`config.mk`:
```
export PLATFORM = sky130hd
export DESIGN_NAME = jtframe_lfbuf_ddr_arb
export DESIGN_NICKNAME = d
export VERILOG_FILES = /design/src/rtl/jtframe_lfbuf_ddr_pkg.sv /design/src/rtl/jtframe_lfbuf_ddr_arb_cnt.sv /design/src/rtl/jtframe_lfbuf_ddr_arb.sv
export SDC_FILE = /design/constraint.sdc
export NUM_CORES = 1
export LEC_CHECK = 0
export ABC_AREA = 1
export ABC_CLOCK_PERIOD_IN_PS = 4000
export BUFFER_PORTS_ARGS = -buffer_cell sky130_fd_sc_hd__buf_2
export CORE_AREA = 2 2 185 187
export CTS_CLUSTER_DIAMETER = 200
export DETAILED_ROUTE_END_ITERATION = 10
export DIE_AREA = 0 0 187 189
export GPL_TIMING_DRIVEN = 0
export PLACE_DENSITY = 0.39
export REMOVE_ABC_BUFFERS = 1
export SETUP_SLACK_MARGIN = 0.02
export SLEW_MARGIN = 20
export SYNTH_ARGS = -nofsm -noshare
export SYNTH_HDL_FRONTEND = slang
export SYNTH_SLANG_ARGS = --single-unit
```
`constraint.sdc`:
```
create_clock -name clk -period 4 [get_ports clk]
set_clock_uncertainty 0.05 [all_clocks]
set_input_delay 0 -clock clk [delete_from_list [all_inputs] [get_ports clk]]
set_output_delay 0 -clock clk [all_outputs]
set_load 0.01 [all_outputs]
```
`src/rtl/jtframe_lfbuf_ddr_pkg.sv`:
```
// Shared definitions for the line frame buffer DDR arbiter: FSM state encoding,
// DDR port widths and the burst length normalisation helper.
package jtframe_lfbuf_ddr_pkg;

  localparam int DW  = 64;
  localparam int BEW = 8;
  localparam int BCW = 8;

  typedef enum logic [1:0] {
    ST_IDLE   = 2'd0,
    ST_WR     = 2'd1,
    ST_RDCMD  = 2'd2,
    ST_RDDATA = 2'd3
  } arb_state_t;

  // A zero burst count means a single beat
  function automatic logic [BCW-1:0] burst_len(input logic [BCW-1:0] bc);
    logic [BCW-1:0] len;
    if (bc == {BCW{1'b0}}) begin
      len = {{(BCW-1){1'b0}}, 1'b1};
    end else begin
      len = bc;
    end
    return len;
  endfunction

endpackage

```
`src/rtl/jtframe_lfbuf_ddr_arb_cnt.sv`:
```
// Burst beat counter shared by the write and read-data phases. Holds the number
// of beats still owed; zero means no burst is in progress.
module jtframe_lfbuf_ddr_arb_cnt
  import jtframe_lfbuf_ddr_pkg::*;
(
  input  logic           clk,
  input  logic           rst,
  input  logic           load,
  input  logic           dec,
  input  logic [BCW-1:0] len,
  output logic           empty,
  output logic           last
);

  logic [BCW-1:0] cnt_q, cnt_d;
  logic [BCW-1:0] len_n;

  // Load may coincide with the first beat of a write burst
  always_comb begin
    len_n = burst_len(len);
    if (load && dec) begin
      cnt_d = len_n - {{(BCW-1){1'b0}}, 1'b1};
    end else if (load) begin
      cnt_d = len_n;
    end else if (dec && (cnt_q != {BCW{1'b0}})) begin
      cnt_d = cnt_q - {{(BCW-1){1'b0}}, 1'b1};
    end else begin
      cnt_d = cnt_q;
    end
  end

  always_ff @(posedge clk or posedge rst) begin
    if (rst) begin
      cnt_q <= {BCW{1'b0}};
    end else begin
      cnt_q <= cnt_d;
    end
  end

  always_comb begin
    empty = (cnt_q == {BCW{1'b0}});
    if (load) begin
      last = dec & (len_n == {{(BCW-1){1'b0}}, 1'b1});
    end else begin
      last = dec & (cnt_q == {{(BCW-1){1'b0}}, 1'b1});
    end
  end

endmodule

```
`src/rtl/jtframe_lfbuf_ddr_arb.sv`:
```
// Burst-level arbiter sharing one DDR port between the line frame buffer (c0)
// and a general requester (c1). Define JTFRAME_LFBUF_ARB_STATS_EN for grant statistics.
module jtframe_lfbuf_ddr_arb
  import jtframe_lfbuf_ddr_pkg::*;
#(
  parameter int AW      = 29,
  parameter int WAITW   = 6,
  parameter int MAXWAIT = 48
) (
  input  logic           clk,
  input  logic           rst,

  input  logic [AW-1:0]  c0_addr,
  input  logic [BCW-1:0] c0_burstcnt,
  input  logic           c0_rd,
  input  logic           c0_we,
  input  logic [DW-1:0]  c0_din,
  input  logic [BEW-1:0] c0_be,
  output logic           c0_busy,
  output logic           c0_dout_ready,

  input  logic [AW-1:0]  c1_addr,
  input  logic [BCW-1:0] c1_burstcnt,
  input  logic           c1_rd,
  input  logic           c1_we,
  input  logic [DW-1:0]  c1_din,
  input  logic [BEW-1:0] c1_be,
  output logic           c1_busy,
  output logic           c1_dout_ready,

  output logic [DW-1:0]  dout,

  output logic           ddram_clk,
  input  logic           ddram_busy,
  output logic [AW-1:0]  ddram_addr,
  output logic [BCW-1:0] ddram_burstcnt,
  output logic           ddram_rd,
  output logic           ddram_we,
  output logic [DW-1:0]  ddram_din,
  output logic [BEW-1:0] ddram_be,
  input  logic [DW-1:0]  ddram_dout,
  input  logic           ddram_dout_ready,

  output logic           grant
`ifdef JTFRAME_LFBUF_ARB_STATS_EN
  ,
  output logic [15:0]    c0_bursts,
  output logic [15:0]    c1_bursts,
  output logic [15:0]    c1_forced
`endif
);

  localparam logic [WAITW-1:0] MAXW = WAITW'(MAXWAIT);

  arb_state_t       state_q, state_d;
  logic             grant_q, grant_d;
  logic             bubble_q, bubble_d;
  logic [WAITW-1:0] waitcnt_q, waitcnt_d;

  logic             req0_s, req1_s, forced_s, win_s, win_we_s;
  logic [AW-1:0]    sel_addr_s;
  logic [BCW-1:0]   sel_bc_s;
  logic [DW-1:0]    sel_din_s;
  logic [BEW-1:0]   sel_be_s;
  logic             sel_rd_s, sel_we_s;
  logic             wr_beat_s, rd_acc_s, rd_beat_s;
  logic             cnt_load_s, cnt_dec_s, cnt_empty_s, cnt_last_s;

  assign ddram_clk = clk;
  assign dout      = ddram_dout;
  assign grant     = grant_q;

  // Right after a write the previous owner yields to a waiting peer for one arbitration
  always_comb begin
    req0_s   = c0_rd | c0_we;
    req1_s   = c1_rd | c1_we;
    forced_s = req1_s & (waitcnt_q == MAXW);
    win_s    = req1_s & (~req0_s | forced_s | (bubble_q & ~grant_q));
    win_we_s = win_s ? c1_we : c0_we;
  end

  always_comb begin
    if (grant_q) begin
      sel_addr_s = c1_addr;
      sel_bc_s   = c1_burstcnt;
      sel_din_s  = c1_din;
      sel_be_s   = c1_be;
      sel_rd_s   = c1_rd;
      sel_we_s   = c1_we;
    end else begin
      sel_addr_s = c0_addr;
      sel_bc_s   = c0_burstcnt;
      sel_din_s  = c0_din;
      sel_be_s   = c0_be;
      sel_rd_s   = c0_rd;
      sel_we_s   = c0_we;
    end
  end

  always_comb begin
    wr_beat_s  = (state_q == ST_WR) & sel_we_s & ~ddram_busy;
    rd_acc_s   = (state_q == ST_RDCMD) & sel_rd_s & ~ddram_busy;
    rd_beat_s  = (state_q == ST_RDDATA) & ddram_dout_ready;
    cnt_load_s = (wr_beat_s & cnt_empty_s) | rd_acc_s;
    cnt_dec_s  = wr_beat_s | rd_beat_s;
  end

  jtframe_lfbuf_ddr_arb_cnt u_cnt (
    .clk   (clk),
    .rst   (rst),
    .load  (cnt_load_s),
    .dec   (cnt_dec_s),
    .len   (sel_bc_s),
    .empty (cnt_empty_s),
    .last  (cnt_last_s)
  );

  always_ff @(posedge clk or posedge rst) begin
    if (rst) begin
      state_q   <= ST_IDLE;
      grant_q   <= 1'b0;
      bubble_q  <= 1'b0;
      waitcnt_q <= {WAITW{1'b0}};
    end else begin
      state_q   <= state_d;
      grant_q   <= grant_d;
      bubble_q  <= bubble_d;
      waitcnt_q <= waitcnt_d;
    end
  end

  always_comb begin
    state_d   = state_q;
    grant_d   = grant_q;
    bubble_d  = 1'b0;
    waitcnt_d = waitcnt_q;
    case (state_q)
      ST_IDLE: begin
        if (req0_s || req1_s) begin
          grant_d = win_s;
          state_d = win_we_s ? ST_WR : ST_RDCMD;
          if (win_s) begin
            waitcnt_d = {WAITW{1'b0}};
          end else if (req1_s && (waitcnt_q != MAXW)) begin
            waitcnt_d = waitcnt_q + {{(WAITW-1){1'b0}}, 1'b1};
          end else begin
            waitcnt_d = waitcnt_q;
          end
        end else begin
          state_d = ST_IDLE;
        end
      end
      ST_WR: begin
        if (cnt_last_s) begin
          state_d  = ST_IDLE;
          bubble_d = 1'b1;
        end else begin
          state_d = ST_WR;
        end
      end
      ST_RDCMD: begin
        if (rd_acc_s) begin
          state_d = ST_RDDATA;
        end else begin
          state_d = ST_RDCMD;
        end
      end
      ST_RDDATA: begin
        if (cnt_last_s) begin
          state_d = ST_IDLE;
        end else begin
          state_d = ST_RDDATA;
        end
      end
      default: begin
        state_d = ST_IDLE;
      end
    endcase
  end

  // Strobes reach the DDR only in the phase that owns them; stray read beats go nowhere
  always_comb begin
    ddram_addr     = sel_addr_s;
    ddram_burstcnt = burst_len(sel_bc_s);
    ddram_din      = sel_din_s;
    ddram_be       = sel_be_s;
    ddram_rd       = 1'b0;
    ddram_we       = 1'b0;
    c0_busy        = 1'b1;
    c1_busy        = 1'b1;
    c0_dout_ready  = 1'b0;
    c1_dout_ready  = 1'b0;
    case (state_q)
      ST_WR, ST_RDCMD: begin
        ddram_we = (state_q == ST_WR) & sel_we_s;
        ddram_rd = (state_q == ST_RDCMD) & sel_rd_s;
        if (grant_q) begin
          c1_busy = ddram_busy;
        end else begin
          c0_busy = ddram_busy;
        end
      end
      ST_RDDATA: begin
        if (grant_q) begin
          c1_dout_ready = ddram_dout_ready;
        end else begin
          c0_dout_ready = ddram_dout_ready;
        end
      end
      default: begin
        ddram_rd = 1'b0;
      end
    endcase
  end

`ifdef JTFRAME_LFBUF_ARB_STATS_EN
  logic        grant_ev_s;
  logic [15:0] c0_bursts_q, c0_bursts_d;
  logic [15:0] c1_bursts_q, c1_bursts_d;
  logic [15:0] c1_forced_q, c1_forced_d;

  // Saturating grant statistics; a forced grant is one taken from a requesting c0
  always_comb begin
    grant_ev_s  = (state_q == ST_IDLE) & (req0_s | req1_s);
    c0_bursts_d = c0_bursts_q;
    c1_bursts_d = c1_bursts_q;
    c1_forced_d = c1_forced_q;
    if (grant_ev_s && !win_s && (c0_bursts_q != 16'hFFFF)) begin
      c0_bursts_d = c0_bursts_q + 16'd1;
    end else begin
      c0_bursts_d = c0_bursts_q;
    end
    if (grant_ev_s && win_s && (c1_bursts_q != 16'hFFFF)) begin
      c1_bursts_d = c1_bursts_q + 16'd1;
    end else begin
      c1_bursts_d = c1_bursts_q;
    end
    if (grant_ev_s && win_s && forced_s && req0_s && (c1_forced_q != 16'hFFFF)) begin
      c1_forced_d = c1_forced_q + 16'd1;
    end else begin
      c1_forced_d = c1_forced_q;
    end
  end

  always_ff @(posedge clk or posedge rst) begin
    if (rst) begin
      c0_bursts_q <= 16'd0;
      c1_bursts_q <= 16'd0;
      c1_forced_q <= 16'd0;
    end else begin
      c0_bursts_q <= c0_bursts_d;
      c1_bursts_q <= c1_bursts_d;
      c1_forced_q <= c1_forced_d;
    end
  end

  assign c0_bursts = c0_bursts_q;
  assign c1_bursts = c1_bursts_q;
  assign c1_forced = c1_forced_q;
`endif

endmodule

```
Yosys cells after proc, flatten, opt, wreduce, memory -nomap -nowiden
Cells that the tools add are included.
{"block": "totals", "regBits": 18, "latchBits": 0, "ram_bits": 0, "mem_bits_ro": 0, "in_bits": 290, "out_inout_bits": 181, "wordCells": 80, "mem_count": 0}
{"block": "op_classes", "n_addsub": 3, "mul": 0, "div_mod_pow": 0, "n_lt_le_gt_ge": 0, "eq_ne": 7, "n_shift": 0, "muxes": 32, "bitwise_logic": 20, "n_reduce_logical": 13}
{"cell": "2-to-1 mux 64 bit", "n": 1}
{"cell": "2-to-1 mux 8 bit", "n": 6}
{"cell": "2-to-1 mux 29 bit", "n": 1}
{"cell": "2-to-1 mux 1 bit", "n": 18}
{"cell": "equality test 8 x 1 -> 1 bit (second input constant)", "n": 2}
{"cell": "zero test 8 bit", "n": 2}
{"cell": "subtractor 8 x 1 -> 8 bit (second input constant)", "n": 2}
{"cell": "2-to-1 mux 6 bit", "n": 2}
{"cell": "AND 1 bit", "n": 11}
{"cell": "case mux 2 bit (4 select lines)", "n": 1}
{"cell": "nonzero test 8 bit", "n": 1}
{"cell": "adder 6 x 1 -> 6 bit (second input constant)", "n": 1}
{"cell": "equality test 6 bit (second input constant)", "n": 1}
{"cell": "2-to-1 mux 2 bit", "n": 3}
{"cell": "!= test 6 bit (second input constant)", "n": 1}
{"cell": "bitwise OR 1 bit", "n": 6}
{"cell": "equality test 2 bit (second input constant)", "n": 2}
{"cell": "logical AND 1 bit", "n": 3}
{"cell": "inverter 1 bit", "n": 3}
{"cell": "AND reduction 3 bit", "n": 1}
{"cell": "nonzero test 3 bit", "n": 1}
{"cell": "equality test 2 x 1 -> 1 bit (second input constant)", "n": 1}
{"cell": "zero test 2 bit", "n": 1}
{"cell": "AND reduction 2 bit", "n": 1}
{"cell": "other kinds (3)", "n": 3}

Longest topological paths before layout
Gate-level depths: netlist (run 1).
{"block": "logic_depth", "depth_word": 9, "ltp_mapped": 19, "depth_no_buf": 17}

Modules after synthesis
A second synthesis (run 1) with hierarchy kept.
{"block": "hier_totals", "cells_unflattened": 678, "area_unflattened_um2": 3530.9}
{"mod": "jtframe_lfbuf_ddr_arb", "n_inst": 1, "cells_per_inst": 536, "area_each_um2": 2671.3}
{"mod": "jtframe_lfbuf_ddr_arb_cnt", "n_inst": 1, "cells_per_inst": 142, "area_each_um2": 859.6}

==> results of run 1 <==
layer usage:
metal | track usage [%] | vias up | part of all wire (%)
met4 | 1.74 | 0 | 0.61
li1 | - | 2615 | -
met5 | 0 | - | 0
met1 | 15.2 | 2244 | 40
met2 | 22.9 | 270 | 49
met3 | 4.00 | 8 | 11
cells in the final DEF (no fill, tap or decap), drive strengths merged:
cell type,n
nand2,391
buf,343
dlygate4sd3,67
xor2,7
nand4,4
xnor2,1
ha,12
a31oi,1
and3,1
nor3,4
or2,2
nand3b,1
nor3b,1
nor2,32
nand3,17
clkbuf,7
inv,57
a21oi,7
dfrtp,18
diode,8
o21ai,27
worst max-delay path by stage:
stage                            from                         end  slack [ns]  cells past startpoint
finish              grant$_DFFE_PP0P_        state_q[0]$_DFF_PP0_        0.88                     17
global route        grant$_DFFE_PP0P_        state_q[0]$_DFF_PP0_        0.48                     17
CTS                 grant$_DFFE_PP0P_        state_q[0]$_DFF_PP0_        0.79                     17
detailed placement  grant$_DFFE_PP0P_        state_q[0]$_DFF_PP0_        0.80                     17
global placement    grant$_DFFE_PP0P_        state_q[1]$_DFF_PP0_       -2.29                     17
floorplan           grant$_DFFE_PP0P_  u_cnt.cnt_q[6]$_DFFE_PP0P_       -0.23                     13
logic make-up after synthesis:
kind of cell,after synthesis
and+or+nand+nor,453
buffers and inverters,149
AOI/OAI and AO/OA,35
DFF,18
adders and majority gates,12
xor gates and xnor gates,8
worst min-delay path, delay by kind of cell:
kind,cells,cell delay (ns)
AO/OA/AOI/OAI,2,0.22
buffers and inverters,1,0.09
AND/OR/NAND/NOR,1,0.06
final cells by class:
type	count	area share (%)
inverters	57	3.64
well taps	448	9.22
repair buffers	409	39.5
diodes	8	0.329
clock buffers	8	2.78
multi-input cells	508	37.0
flip-flops and latches	18	7.47
power by group through the flow:
stage | Clock [uW] | Sequential, uW | Combinational (uW)
2_1_floorplan | 0 | 409 | 1370
3_3_place_gp | 15.1 | 496 | 2410
3_5_place_dp | 15.1 | 401 | 2450
4_1_cts | 406 | 397 | 2550
5_1_grt | 416 | 411 | 2820
6_report | 394 | 394 | 2490
registers in the layout, summed over array words and instances (netlist names):
signal,count
u_cnt.cnt_q,8
grant,1
waitcnt_q,6
bubble_q,1
state_q,2
stage by stage:
stage	cell area (sq um)	cells	worst slack (ns)
global route	6060	1448	0.479
floorplan	2920	583	-0.234
CTS	6060	1448	0.791
detailed placement	5230	1374	0.798
finish	6080	1456	0.879
global placement	5190	1373	-2.29
==> metrics.cfg, run 1 <==
[sta]
period_share_pct=78.0
finalHoldViolCount=1
fin_setup_tns_ns=0
whs_ns=-0.00250
rsz0062_at_grt=false
layout_min_cycle_time_ns=3.12
maxSlewHeadroom_pct=45.9
slew_violations=0
worst_pin_slew_ns=0.810
fmax_mhz=320
setup_viol=0

[synth]
ys_ff_latch=18
synth_edf_count=0
yosysMostFrequentCell=nand2_1
synth_cell_types=34
syn_avg_cell_area_sq_um=5.26
synthArstFlopShare_pct=100
synth_ff_type=dfrtp_1
synthXorXnorAreaFrac_pct=1.97
synth_compound_area_share_pct=5.39
yosys.area.top_type=nand2_1
synth_adder_area_share_pct=4.23
synthSimpleGateAreaFrac_pct=51.8
synth_top_family_by_area=simple AND/OR/NAND/NOR gates
synth_top_area_share_pct=39.5
muxShareOfSynthArea_pct=0
synthCells=675
synth_commonest_cells=nand2_1, buf_4, inv_1
synth.area.top_cells=nand2_1, buf_4, dfrtp_1
synth_warnings=0
ys_seq_area_share_pct=12.7
netlist_area_sq_um=3550

[setup_path]
cp.arrival_ns=3.33
ff2ff_path_depth=17
path_cells=inv_8 > nand2_1 > nand2_2 > nand2_2 > nor2_2 > nand2_2 > nand2_4 > ha_1 > inv_1 > nor2_1 > nand2_1 > nand2_1 > nand3_1 > nand2_1 > nand2_1 > nand2_1 > nand2_1
r2r-end=state_q[0]$_DFF_PP0_
cpPeakStageDelay_ns=0.70
crit_family=simple AND/OR/NAND/NOR gates
cp-end-kind=flop
startpoint_type=flop
r2r-start=grant$_DFFE_PP0P_
crit_top_cell=nand2_1
cp_num_buf_inv=2
crit_fanout=115
slowest_stage=dfrtp_4
crit_required_ns=4.20
rrSetupSlack_ns=0.88
crit_type=flop to flop

[floorplan]
row_count=67
die_area_sq_um=35300
io_pins=471
dieWidth_um=187
initial_core_util_pct=10.7
coreArea_sq_um=33300
die_y_um=189

[outcome]
violations=negative hold slack
outcome=complete, but fails checks

[power]
combinationalPowerShare_pct=75.9
clkPwrFrac_pct=12.0
power_density_nw_per_um2=539
p_leak_uw=0.00357
p_int_uw=1430
switching_share_pct=56.3
seqPwrFrac_pct=12.0
ir_drop_uv=615
total_power_uw=3280
switchingPower_uw=1850

[final_layout]
n_fill_cell=3924
multi_input_area_sq_um=2250
regArea_sq_um=454
postLayoutCoreUtil_pct=18.3
drive_gt1_share_pct=38.2
area_delta_synth_final_pct=71.2
fin_nets=1303

[detailed_routing]
wl_per_cell_um=16.0
first_iter_violations=197
wl_um=23400
drtPass1Iterations=4
routed-via-count=5137
viasPerCell=3.53
drtAntennaViolNets=0
drc=0

[clock_tree]
insertion_delay_ns=0.37
cts_hold_buf=67
cts_tree=yes
path_clk_slew_ns=0.06
cts_setup_buffers=0
cts_resized=0

[global_route]
grt_pass1_vias=5257
gr-total-overflow=0
grt_usage_pct=12.8
grt_max_degree=116
grt_first_pass_wirelength_um=33700
antenna_found_initial=18

[place]
dp_hpwl_um=20900
portBuffers=342
gp_congestion=0.888

[worst_hold_path]
hold_path_depth=4
hold_end=grant$_DFFE_PP0P_
hp-start=c0_rd
hp-class=input pin to flop

[flow_run]
maxCapViolCount=0

(Power assumes the default switching activity.)
==> run 2: changes to the inputs <==
- ABC_CLOCK_PERIOD_IN_PS: 4000 -> 2700
- CORE_AREA: 2 2 185 187 -> 2 2 181 183
- DIE_AREA: 0 0 187 189 -> 0 0 183 185
- PLACE_DENSITY: 0.39 -> 0.41
- clock period: 4 -> 2.7 ns (I/O delays scaled with it)
==> run 2 against run 1 <==
  * The run still ends with negative hold slack left
  * Design area is 0.76% higher
  * Worst setup slack got worse by 0.64 ns
  * Fmax is 27% higher
  * Cell count fell by 2.7%
  * Sequential cell count is the same
  * Highest routed layer unchanged
  * Via count about the same
  * Largest power group unchanged
  * Core utilization is 0.85 points higher
==> metrics.cfg, run 2 (synthesized netlist as in run 1, its figures left out) <==
[outcome]
outcome=complete, but fails checks
violations=negative hold slack

[sta]
setup_viol=0  ; unchanged
worst_pin_slew_ns=0.763  ; -0.0472 ns
rsz0062_at_grt=false
layout_min_cycle_time_ns=2.46  ; -0.658 ns
maxSlewHeadroom_pct=49.1  ; +3.2 points
whs_ns=-0.00578  ; -0.00328 ns
fmax_mhz=406  ; +27%
period_share_pct=91.2  ; +13 points
finalHoldViolCount=1  ; unchanged
fin_ws_ns=0.237  ; -0.642 ns
slew_violations=0  ; unchanged

[floorplan]
io_pins=471  ; unchanged
dieWidth_um=183  ; -2.1%
die_area_sq_um=33900  ; -4.2%
row_count=66  ; -1.5%
initial_core_util_pct=11.1  ; +0.41 points
coreArea_sq_um=32000  ; -3.7%
die_y_um=185  ; -2.1%

[place]
dp_hpwl_um=20600  ; -1.5%
dp_worst_setup_slack_ns=-0.469  ; -1.27 ns
gp_congestion=0.789  ; -11%
portBuffers=342  ; unchanged
postPlaceCellArea_sq_um=5180  ; -0.96%
dp.cells=1334  ; -2.9%

[global_route]
grt_usage_pct=13.5  ; +0.76 points
grt_max_degree=74  ; -36%
grt_pass1_vias=4971  ; -5.4%
gr-total-overflow=0  ; unchanged
grt_first_pass_wirelength_um=33300  ; -1.3%
antenna_found_initial=17  ; -1

[final_layout]
instances_no_fill=1416  ; -2.7%
multi_input_area_sq_um=2260  ; +0.44%
area_delta_synth_final_pct=72.5
fin_nets=1308  ; +0.38%
regArea_sq_um=454  ; unchanged
final_area_sq_um=6130  ; +0.76%
layout.cells.most_common=nand2_1
drive_gt1_share_pct=38.7  ; +0.51 points
final_cell_mix=nand2_1, buf_2, dlygate4sd3_1
largest_reg_flops=8  ; unchanged
reg.largest.list=u_cnt.cnt_q x8, waitcnt_q x6, state_q x2
regMostFlops=u_cnt.cnt_q
n_fill_cell=3770  ; -3.9%

[detailed_routing]
wl_um=24300  ; +4.2%
drtAntennaViolNets=0  ; unchanged
drc=0  ; unchanged
routed-via-count=5133  ; -0.078%
first_iter_violations=153  ; -22%
drtPass1Iterations=4  ; unchanged
viasPerCell=3.63  ; +2.7%
wl_per_cell_um=17.2  ; +7.1%

[setup_path]
crit_top_cell=nand2_1
startpoint_type=flop
cp-end-kind=flop
slowest_stage=dfrtp_4
r2r-start=grant$_DFFE_PP0P_
crit_type=flop to flop
crit_fanout=29  ; -75%
path_cells=inv_16 > nand2_1 > nand2_1 > nand2_1 > nor2_4 > nand2_2 > nand2_4 > ha_1 > inv_1 > nor2_1 > nand2_1 > nand2_1 > nand3_1 > nand2_1 > nand2_1 > nand2_1 > nand2_1
cp.arrival_ns=2.67  ; -0.66 ns
cpPeakStageDelay_ns=0.59  ; -0.11 ns
crit_start=grant$_DFFE_PP0P_
crit_required_ns=2.90  ; -1.30 ns

[worst_hold_path]
hp-start=c1_we
hp-class=input pin to flop

[power]
power_density_nw_per_um2=844  ; +57%
ir_drop_uv=352  ; -43%
p_leak_uw=0.00362  ; +1.2%

[clock_tree]
cts_tree=yes
path_clk_slew_ns=0.06  ; about the same
insertion_delay_ns=0.36  ; about the same

[flow_run]
maxCapViolCount=0  ; unchanged

-- run 2: repair_timing --
item	CTS	global route
gates cloned	2	0
buffers inserted	4	0
hold buffers	66	0
setup endpoints to repair	12	5
hold endpoints to repair	83	0
gates resized for setup	2	2
-- run 2: path summary, 6_finish.rpt --
path | endpoint | slack (ns) | cells after the start
min in group asynchronous | waitcnt_q[2]$_DFFE_PP0P_ | 0.28 | 3
min | grant$_DFFE_PP0P_ | -0.006 | 4
max | state_q[1]$_DFF_PP0_ | 0.24 | 17
max in group asynchronous | grant$_DFFE_PP0P_ | 1.76 | 3
max reg2reg | state_q[1]$_DFF_PP0_ | 0.24 | 17
min reg2reg | u_cnt.cnt_q[6]$_DFFE_PP0P_ | 0.43 | 2
-- run 2: cell type report --
type / instances / share of cell area, %
Sequential cell: 18 / 7.41
Inverter: 57 / 3.76
Clock buffer: 8 / 2.76
Timing Repair Buffer: 412 / 40.4
Tap cell: 408 / 8.33
Antenna cell: 3 / 0.123
Timing Repair inverter: 2 / 0.286
Multi-Input combinational cell: 508 / 36.9
-- run 2: power by group --
group	internal, uW	switching, uW
clock network	424	150
logic	1450	2650
registers	376	123
total	2250	2920
-- run 2: worst max-delay path: cells and delay by family (launching register included) --
kind	cells	cell delay, ns
buf+inv	2	0.22
simple gates	14	1.33
flops	1	0.59
fa+ha+maj	1	0.14
-- run 2: layer usage --
layer | track usage (%) | vias to the layer above | share of wire, %
met3 | 3.97 | 13 | 9.5
met5 | 0 | - | 0
li1 | - | 2625 | -
met2 | 24.7 | 265 | 50
met4 | 2.53 | 0 | 1.2
met1 | 15.7 | 2230 | 40
-- run 2: metrics by stage --
stage	power, uW	TNS, ns	utilization (%)
floorplan	2640	-63.62	-
detailed placement	4270	-3.08	16.2
CTS	5310	0	19.1
global placement	3930	-303.09	16.1
finish	5170	0	19.1
global route	5720	0	19.1
==> run 3: changes to the inputs <==
- PLACE_DENSITY: 0.41 -> 0.42
- TNS_END_PERCENT: unset -> 1
==> run 3 against run 2 <==
  * The flow now finishes without violations
  * Worst setup slack worse by 0.0083 ns
  * Combinational power up 1%
  * Routed wire length up 0.56%
  * Count of clock-buffer cells in the layout unchanged
  * Register-to-register slack about the same
  * Cell count up 0.85%
  * First-iteration DRC count down 4.6%
  * Worst hold slack better by 0.019 ns
==> metrics.cfg, run 3 (synthesized netlist as in run 1, its figures left out) <==
[detailed_routing]
first_iter_violations=146  ; -4.6%
viasPerCell=3.63  ; +0.18%
drc=0  ; unchanged
drtPass1Iterations=4  ; unchanged
wl_per_cell_um=17.1  ; -0.28%
wl_um=24500  ; +0.56%
routed-via-count=5186  ; +1.0%
drtAntennaViolNets=0  ; unchanged

[place]
dp_hpwl_um=20200  ; -2.2%
gp_congestion=0.798  ; +1.2%
portBuffers=342  ; unchanged

[final_layout]
reg.largest.list=u_cnt.cnt_q x8, waitcnt_q x6, state_q x2
fin_nets=1317  ; +0.69%
largest_reg_flops=8  ; unchanged
regMostFlops=u_cnt.cnt_q
final_cell_mix=nand2_1, buf_2, dlygate4sd3_1
layout.cells.most_common=nand2_1
area_delta_synth_final_pct=74.6
postLayoutCoreUtil_pct=19.4  ; +0.24 points
drive_gt1_share_pct=39.2  ; +0.45 points

[setup_path]
crit_type=flop to flop
cp.arrival_ns=2.68  ; about the same
cp-end-kind=flop
startpoint_type=flop
crit_fanout=68  ; +130%
crit_required_ns=2.91  ; about the same

[floorplan]
die_area_sq_um=33900  ; unchanged
coreArea_sq_um=32000  ; unchanged
io_pins=471  ; unchanged
row_count=66  ; unchanged
die_y_um=185  ; unchanged
initial_core_util_pct=11.1  ; unchanged
dieWidth_um=183  ; unchanged

[sta]
finalHoldViolCount=0  ; -1
fmax_mhz=405  ; -0.34%
maxSlewHeadroom_pct=45.8  ; -3.3 points
layout_min_cycle_time_ns=2.47  ; +0.00834 ns
whs_ns=0.0130  ; +0.0188 ns
slew_violations=0  ; unchanged
fin_setup_tns_ns=0  ; unchanged
worst_pin_slew_ns=0.812  ; +0.0494 ns
rsz0062_at_grt=true
setup_viol=0  ; unchanged
period_share_pct=91.5  ; +0.31 points

[clock_tree]
cts_tree=yes
path_clk_slew_ns=0.06  ; about the same
insertion_delay_ns=0.37  ; about the same

[global_route]
grt_max_degree=69  ; -6.8%
grt_first_pass_wirelength_um=34200  ; +2.6%
grt_pass1_vias=5154  ; +3.7%
antenna_found_initial=11  ; -6
grt_usage_pct=13.8  ; +0.30 points
gr-total-overflow=0  ; unchanged

[worst_hold_path]
hp-class=input pin to flop

[flow_run]
maxCapViolCount=0  ; unchanged

[power]
power_density_nw_per_um2=838  ; -0.75%
p_leak_uw=0.00365  ; +0.95%
ir_drop_uv=430  ; +22%

[outcome]
outcome=completed

run 3: per-layer routing:
layer,up-vias,GRT usage (%),share of wire [%],wire length (um)
met4,2,3.07,1.9,456
met1,2255,15.1,37,8980
met2,263,26.6,52,12800
li1,2640,-,-,-
met3,26,3.54,9.1,2220
met5,-,0,0.053,13
run 3: path summary, 6_finish.rpt:
kind                                                 start                          to  slack (ns)  depth (start not counted)
min in group asynchronous                              rst  u_cnt.cnt_q[7]$_DFFE_PP0P_        0.30                          3
worst min register to register  u_cnt.cnt_q[6]$_DFFE_PP0P_  u_cnt.cnt_q[6]$_DFFE_PP0P_        0.43                          2
worst max register to register           grant$_DFFE_PP0P_        state_q[1]$_DFF_PP0_        0.23                         19
max in group asynchronous                              rst           grant$_DFFE_PP0P_        1.71                          3
worst max-delay path                     grant$_DFFE_PP0P_        state_q[1]$_DFF_PP0_        0.23                         19
worst min-delay path                                 c1_rd    waitcnt_q[0]$_DFFE_PP0P_        0.01                          4
run 3: final cells by class:
type	instances	area, sq um
fillers	3755	25800
repair buffers	420	2520
multi-input cells	508	2280
well taps	408	510
flip-flops and latches	18	454
inverters	57	230
clock buffers	8	169
repair inverters	3	26.3
diodes	6	15.0
run 3: power breakdown:
| group | switching [uW] | internal, uW |
|---|---|---|
| clock | 161 | 425 |
| combinational | 2670 | 1480 |
| sequential | 82.0 | 376 |
run 3: what timing repair did:
item                                    CTS  global route
resized for setup                         2             6
hold endpoints to repair                 84             0
gates cloned                              3             0
endpoints found under the setup margin   12             6
setup buffers                             9             0
hold buffers                             69             0
run 3: through the flow:
step                      cells  total power, uW  instance area (sq um)  setup slack (ns)
final                      1428             5200                   6200             0.229
after global routing       1428             5740                   6200           0.00408
after global placement     1333             3940                   5140             -3.43
after CTS                  1422             5290                   6160            0.0812
after floorplan             583             2640                   2920             -1.53
after detailed placement   1334             4220                   5180            -0.698
run 3: worst max-delay path, cell delays in order (launching register included):
cell,delay [ns]
dfrtp_4,0.50
buf_16,0.20
inv_16,0.13
buf_4,0.12
nand2_1,0.05
nand2_2,0.09
nand2_2,0.08
nor2_4,0.09
nand2_2,0.09
nand2_4,0.10
ha_1,0.15
inv_1,0.04
nor2_1,0.09
nand2_1,0.06
nand2_1,0.09
nand3_2,0.11
nand2_1,0.09
nand2_1,0.05
nand2_1,0.05
nand2_1,0.05
